File: config.mk
export PLATFORM = sky130hd
export DESIGN_NAME = regfile_check_harness
export DESIGN_NICKNAME = d
export VERILOG_FILES = /design/src/rtl/regfile_check_harness.sv
export SDC_FILE = /design/constraint.sdc
export NUM_CORES = 1
export LEC_CHECK = 0
export CAP_MARGIN = 40
export CORE_UTILIZATION = 35
export DETAILED_ROUTE_END_ITERATION = 12
export DONT_BUFFER_PORTS = 1
export SYNTH_ARGS = -nofsm -noshare
export SYNTH_HDL_FRONTEND = slang
export SYNTH_SLANG_ARGS = --single-unit
export TNS_END_PERCENT = 100
File: constraint.sdc
create_clock -name i_clock -period 2.9 [get_ports i_clock]
set_input_delay 0.435 -clock i_clock [delete_from_list [all_inputs] [get_ports i_clock]]
set_output_delay 0.435 -clock i_clock [all_outputs]
set_load 0.01 [all_outputs]
File: src/rtl/regfile_check_harness.sv
// regfile_check_harness
//   Register-file self-check engine placed between a processor and its
//   register file. A run lets the processor execute for a programmed number
//   of cycles while register writes are snooped into a trace FIFO. Read port
//   A is then taken over to scan every register, and each value is compared
//   with an expected-value memory. Mismatches are reported one at a time,
//   and an error count plus pass/done flags summarise the scan.
//
// Optional feature macro: REGFILE_CHECK_TRACE_EN
//   defined     : trace FIFO present, trace_* ports active
//   not defined : no FIFO storage, trace outputs tied 0, i_trace_ready ignored
//
// Ports
//   i_clock, i_reset_n              clock, asynchronous active-low reset
//   i_start, i_num_cycles           run request pulse and run length
//   i_proc_rwe/rd/wdata             snooped processor register write
//   i_proc_rs1 -> o_rf_rs1          read-A index, replaced by scan index in SCAN
//   i_rf_dataA                      register file read-A data (combinational)
//   o_exp_addr, i_exp_data          expected memory, one-cycle read latency
//   o_busy, o_done, o_pass          status (busy = RUN or SCAN)
//   o_err_count                     mismatches seen in the last scan
//   o_fail_valid/reg/exp/act        per-mismatch report (holds last failure)
//   o_trace_valid, i_trace_ready    trace FIFO head handshake
//   o_trace_cycle/reg/data          trace FIFO head entry
//   o_trace_ovf                     sticky: a snooped write was dropped
module regfile_check_harness #(
  parameter int DATA_W      = 32,
  parameter int ADDR_W      = 5,
  parameter int NUM_REGS    = 32,
  parameter int CYC_W       = 16,
  parameter int TRACE_DEPTH = 8
) (
  input  logic              i_clock,
  input  logic              i_reset_n,
  input  logic              i_start,
  input  logic [CYC_W-1:0]  i_num_cycles,
  input  logic              i_proc_rwe,
  input  logic [ADDR_W-1:0] i_proc_rd,
  input  logic [DATA_W-1:0] i_proc_wdata,
  input  logic [ADDR_W-1:0] i_proc_rs1,
  output logic [ADDR_W-1:0] o_rf_rs1,
  input  logic [DATA_W-1:0] i_rf_dataA,
  output logic [ADDR_W-1:0] o_exp_addr,
  input  logic [DATA_W-1:0] i_exp_data,
  output logic              o_busy,
  output logic              o_done,
  output logic              o_pass,
  output logic [ADDR_W:0]   o_err_count,
  output logic              o_fail_valid,
  output logic [ADDR_W-1:0] o_fail_reg,
  output logic [DATA_W-1:0] o_fail_exp,
  output logic [DATA_W-1:0] o_fail_act,
  output logic              o_trace_valid,
  input  logic              i_trace_ready,
  output logic [CYC_W-1:0]  o_trace_cycle,
  output logic [ADDR_W-1:0] o_trace_reg,
  output logic [DATA_W-1:0] o_trace_data,
  output logic              o_trace_ovf
);

  localparam int IDX_W = ADDR_W + 1;

  typedef enum logic [1:0] {S_IDLE, S_RUN, S_SCAN, S_DONE} state_t;

  state_t            r_state;
  logic [CYC_W-1:0]  r_cycle_cnt;
  logic [CYC_W-1:0]  r_num_cycles;
  logic [IDX_W-1:0]  r_scan_idx;
  logic              r_busy;
  logic              r_done;
  logic [ADDR_W:0]   r_err_count;
  logic              r_fail_valid;
  logic [ADDR_W-1:0] r_fail_reg;
  logic [DATA_W-1:0] r_fail_exp;
  logic [DATA_W-1:0] r_fail_act;
  logic              r_cmp_vld_p1;
  logic [ADDR_W-1:0] r_cmp_reg_p1;
  logic [DATA_W-1:0] r_act_p1;

  logic w_start_acc;
  logic w_run_last;
  logic w_scan_last;
  logic w_mismatch;

  // Error counter saturates rather than wrapping.
  function automatic logic [ADDR_W:0] sat_inc(input logic [ADDR_W:0] v);
    return (v == '1) ? v : v + 1'b1;
  endfunction

  assign w_start_acc = i_start && ((r_state == S_IDLE) || (r_state == S_DONE));
  // A zero-length run still spends one cycle in RUN.
  assign w_run_last  = (r_num_cycles == '0) || (r_cycle_cnt == r_num_cycles - CYC_W'(1));
  // Final SCAN cycle issues no read; it only completes the last compare.
  assign w_scan_last = (r_scan_idx == IDX_W'(NUM_REGS));
  assign w_mismatch  = r_cmp_vld_p1 && (r_act_p1 !== i_exp_data);

  always_ff @(posedge i_clock or negedge i_reset_n) begin
    if (!i_reset_n) begin
      r_state      <= S_IDLE;
      r_cycle_cnt  <= '0;
      r_num_cycles <= '0;
      r_scan_idx   <= '0;
      r_busy       <= 1'b0;
      r_done       <= 1'b0;
      r_err_count  <= '0;
      r_fail_valid <= 1'b0;
      r_fail_reg   <= '0;
      r_fail_exp   <= '0;
      r_fail_act   <= '0;
      r_cmp_vld_p1 <= 1'b0;
      r_cmp_reg_p1 <= '0;
    end else begin
      r_fail_valid <= 1'b0;
      case (r_state)
        S_IDLE, S_DONE: begin
          if (w_start_acc) begin
            r_state      <= S_RUN;
            r_cycle_cnt  <= '0;
            r_num_cycles <= i_num_cycles;
            r_scan_idx   <= '0;
            r_busy       <= 1'b1;
            r_done       <= 1'b0;
            r_err_count  <= '0;
          end
        end
        S_RUN: begin
          r_cycle_cnt <= r_cycle_cnt + 1'b1;
          if (w_run_last) begin
            r_state    <= S_SCAN;
            r_scan_idx <= '0;
          end
        end
        S_SCAN: begin
          if (w_scan_last) begin
            r_state <= S_DONE;
            r_busy  <= 1'b0;
            r_done  <= 1'b1;
          end else begin
            r_scan_idx <= r_scan_idx + 1'b1;
          end
        end
        default: r_state <= S_IDLE;
      endcase

      // p0 -> p1: read issued this cycle, compared next cycle.
      r_cmp_vld_p1 <= (r_state == S_SCAN) && !w_scan_last;
      r_cmp_reg_p1 <= r_scan_idx[ADDR_W-1:0];

      // p1: compare against expected memory output.
      if (w_mismatch) begin
        r_fail_valid <= 1'b1;
        r_fail_reg   <= r_cmp_reg_p1;
        r_fail_exp   <= i_exp_data;
        r_fail_act   <= r_act_p1;
        r_err_count  <= sat_inc(r_err_count);
      end
    end
  end

  always_ff @(posedge i_clock) begin
    r_act_p1 <= i_rf_dataA;
  end

  assign o_rf_rs1     = (r_state == S_SCAN) ? r_scan_idx[ADDR_W-1:0] : i_proc_rs1;
  assign o_exp_addr   = r_scan_idx[ADDR_W-1:0];
  assign o_busy       = r_busy;
  assign o_done       = r_done;
  assign o_pass       = r_done && (r_err_count == '0);
  assign o_err_count  = r_err_count;
  assign o_fail_valid = r_fail_valid;
  assign o_fail_reg   = r_fail_reg;
  assign o_fail_exp   = r_fail_exp;
  assign o_fail_act   = r_fail_act;

`ifdef REGFILE_CHECK_TRACE_EN
  localparam int PTR_W = $clog2(TRACE_DEPTH);
  localparam int CNT_W = PTR_W + 1;

  logic [PTR_W-1:0]  r_wr_ptr;
  logic [PTR_W-1:0]  r_rd_ptr;
  logic [CNT_W-1:0]  r_count;
  logic              r_ovf;
  logic [CYC_W-1:0]  r_mem_cycle [TRACE_DEPTH];
  logic [ADDR_W-1:0] r_mem_reg   [TRACE_DEPTH];
  logic [DATA_W-1:0] r_mem_data  [TRACE_DEPTH];

  logic w_push_req;
  logic w_push;
  logic w_pop;
  logic w_full;

  assign w_pop      = (r_count != '0) && i_trace_ready;
  assign w_full     = (r_count == CNT_W'(TRACE_DEPTH));
  assign w_push_req = (r_state == S_RUN) && i_proc_rwe && (i_proc_rd != '0);
  // When full, a same-cycle pop frees the slot the push needs.
  assign w_push     = w_push_req && (!w_full || w_pop);

  always_ff @(posedge i_clock or negedge i_reset_n) begin
    if (!i_reset_n) begin
      r_wr_ptr <= '0;
      r_rd_ptr <= '0;
      r_count  <= '0;
      r_ovf    <= 1'b0;
    end else if (w_start_acc) begin
      r_wr_ptr <= '0;
      r_rd_ptr <= '0;
      r_count  <= '0;
      r_ovf    <= 1'b0;
    end else begin
      if (w_push) r_wr_ptr <= r_wr_ptr + 1'b1;
      if (w_pop)  r_rd_ptr <= r_rd_ptr + 1'b1;
      case ({w_push, w_pop})
        2'b10:   r_count <= r_count + 1'b1;
        2'b01:   r_count <= r_count - 1'b1;
        default: r_count <= r_count;
      endcase
      if (w_push_req && !w_push) r_ovf <= 1'b1;
    end
  end

  always_ff @(posedge i_clock) begin
    if (w_push) begin
      r_mem_cycle[r_wr_ptr] <= r_cycle_cnt;
      r_mem_reg[r_wr_ptr]   <= i_proc_rd;
      r_mem_data[r_wr_ptr]  <= i_proc_wdata;
    end
  end

  assign o_trace_valid = (r_count != '0);
  assign o_trace_cycle = r_mem_cycle[r_rd_ptr];
  assign o_trace_reg   = r_mem_reg[r_rd_ptr];
  assign o_trace_data  = r_mem_data[r_rd_ptr];
  assign o_trace_ovf   = r_ovf;
`else
  // Snoop inputs have no consumer without the trace FIFO.
  logic w_unused_snoop;
  assign w_unused_snoop = ^{i_trace_ready, i_proc_rwe, i_proc_rd, i_proc_wdata};

  assign o_trace_valid = 1'b0;
  assign o_trace_cycle = '0;
  assign o_trace_reg   = '0;
  assign o_trace_data  = '0;
  assign o_trace_ovf   = 1'b0;
`endif

endmodule

==> metrics.txt <==
status complete, but fails checks; violated checks hold timing, setup timing; Area Overhead vs Synth 13.0%; hold_ws -0.291 ns; post-route clock period utilization 100%; via/cell ratio 4.76; Max clock buf depth 2; Die W 145 microns; I/O pin total 271; DP HPWL 11.3 mm; gr usage total 14.6%; # diodes 0; Post-synth EDFFs 0; clk_lat worst skew 0.42 ns; setup violators final 1; most common cell after layout, fill and taps aside dfrtp_1; max-cap violations 0; clock skew 0.0105 ns; Worst Tran Pin Value 0.835 ns; Hold Vio Cnt, Final 124; CP peak stage delay 0.58 ns; unrepaired setup endpoints after global routing true; Post-Route WL 15.2 mm; Die ar. 0.0211 sq mm; drt first pass iters 4; crit path time final 2.91 ns; GPL Wtd Cong 0.850; # clock sinks 156; layout net count 769; Synth warnings 0; Synth Flop Type dfrtp_1; TritonCTS Buffers 17; r2r setup slk -0.01 ns; H-tree levels 4; placed instance area 0.00743 sq mm; vias in the first global route 4525; slowest CP cell or4_4; Final WS setup -0.0133 ns; DRC viols 0; first-pass GRT wire length 23.9 mm; Slew HR 44.1%; total power 0.00850 W; Avg Inst Size Synth 11.7 sq um; post-route ant nets 0; FF-to-FF path depth 8; most frequent cells in the layout dfrtp_1, mux2_2, conb_1, xor2_1, dfxtp_1; CP Launch Type flip-flop; RR Endpoint r_scan_idx[5]$_DFFE_PN0P_; Top Family by Delay on Critical Path simple AND/OR/NAND/NOR gates; FMAX 0.343 GHz; gr ovfl total 0; worst path required time 3.19 ns; HP Class input port to asynchronous set/reset pin; Core Box Area 0.0202 sq mm; synthesis-stage register bit count 156; Worst VDD drop 438 uV; per-cell routed wire length 16.6 microns; Post-Syn Area 0.00718 sq mm; ys async rst share 79.5%; Clock Tree Root clkbuf_16; Pins Over Slew Limit 0; CP most frequent cell or4_4; critical path fanouts, max 3; arrival time worst endpoint 3.21 ns; total negative slack -0.0133 ns; largest net degree at the start of global routing 125; initial antenna violation count 0; post-synthesis cell count 613; CP endpoint kind flip-flop; area of the multi-input gates 0.00309 sq mm; Pleak 3.56 nW; cell area after layout 0.00811 sq mm; share of cells above drive strength 1 26.4%; reg2reg start r_num_cycles[6]$_DFFE_PN0P_; Starting Density 35.6%; row count 52; Clock transition at path regs 0.06 ns; crit path from r_num_cycles[6]$_DFFE_PN0P_; Buf+Inv Stages, Crit Path 0; Vias 4359; P per Cell Area 1050 mW/mm^2; Synth cell types 55; register area 0.00374 sq mm; PortBufs 0; part of the Yosys area used for sequential elements 52.1%; height of the die 145 microns; initial drt markers 174; CP Cell Sequence or4_4 -> a2111oi_4 -> nor3_1 -> nand4b_1 -> or4_4 -> o31a_1 -> nand2b_4 -> a221o_1; TritonCTS clock tree yes; Filler Cells Inserted 1884; crit path kind flip-flop to flip-flop
==> stage by stage <==
stage                     util [%]  worst slack, ns  hold slack (ns)  std cells
after CTS                     40.0          -0.0209           -0.323        914
after detailed placement      36.9          -0.0864            0.142        882
after global placement        36.9          -0.0383            0.142        882
after floorplan                  -          -0.0727            0.139        667
final                         40.2          -0.0133           -0.291        915
after global routing          40.2           -0.119           -0.326        915
==> cell type report <==
type	count	share of cell area (%)
repair buffers	29	2.84
clock inverters	13	2.08
flip-flops and latches	156	46.2
clock buffers	19	5.58
inverters	23	1.06
well taps	270	4.16
multi-input cells	405	38.1
==> synthesized netlist by cell type (2+ instances only) <==
master	count	area [sq um]
a21oi_1	11	55.1
a22o_1	3	26.3
and2_1	2	12.5
and3_1	6	37.5
buf_2	3	15.0
buf_4	60	450
clkbuf_1	19	71.3
dfrtp_1	124	3100
dfxtp_1	32	641
ha_1	10	125
inv_1	23	86.3
mux2_2	89	1000
mux2i_1	8	80.1
nand2_1	26	97.6
nand2b_1	7	43.8
nand3_1	9	45.0
nand3b_1	6	45.0
nand4_1	11	68.8
nor2_1	24	90.1
nor2b_1	2	12.5
nor3_1	10	50.1
nor3b_1	2	15.0
nor4_1	14	87.6
o211ai_1	2	15.0
o21a_1	2	15.0
o21ai_0	12	60.1
o21ai_1	2	10.0
o221ai_1	2	17.5
o31ai_1	2	15.0
or3_1	3	18.8
or4_1	3	22.5
xnor2_1	16	140
xor2_1	46	403
==> layer usage <==
metal	GRT usage (%)	vias up	wire, microns
met2	25.1	155	7750
met4	4.42	0	185
met1	16.5	2143	6020
met3	5.97	12	1230
li1	-	2049	-
met5	0	-	0
==> repair_timing <==
item,in CTS,in global routing
setup buffers,0,1
gates resized for setup,3,8
endpoints found under the hold margin,124,124
setup endpoints to repair,6,6
pin swaps,0,2
==> how the worst max path moves through the flow <==
stage,endpoint,cells past startpoint
floorplan,r_scan_idx[5]$_DFFE_PN0P_,10
global placement,r_scan_idx[5]$_DFFE_PN0P_,10
detailed placement,r_scan_idx[5]$_DFFE_PN0P_,10
CTS,r_scan_idx[5]$_DFFE_PN0P_,10
global route,r_scan_idx[5]$_DFFE_PN0P_,10
finish,r_scan_idx[5]$_DFFE_PN0P_,8
==> logic make-up (layout without fill, tap and decap cells) <==
kind of cell               count (synthesis)  in the layout  synth area share (%)
DFF                                      156            156                  52.1
and+or+nand+nor                          133            133                  10.1
buffers and inverters                    106             84                  8.83
muxes                                     97             97                  15.1
xor gates and xnor gates                  62             62                  7.56
AOI/OAI and AO/OA                         48             48                  4.46
adders and majority gates                 10             10                  1.74
other                                      1             55                0.0522
==> where the power goes <==
| part | internal, W | switching [W] |
|---|---|---|
| registers | 0.00287 | 0.000794 |
| logic | 0.00136 | 0.00115 |
| clock network | 0.00136 | 0.000967 |
Note: power is estimated with default switching activity, not from simulation.
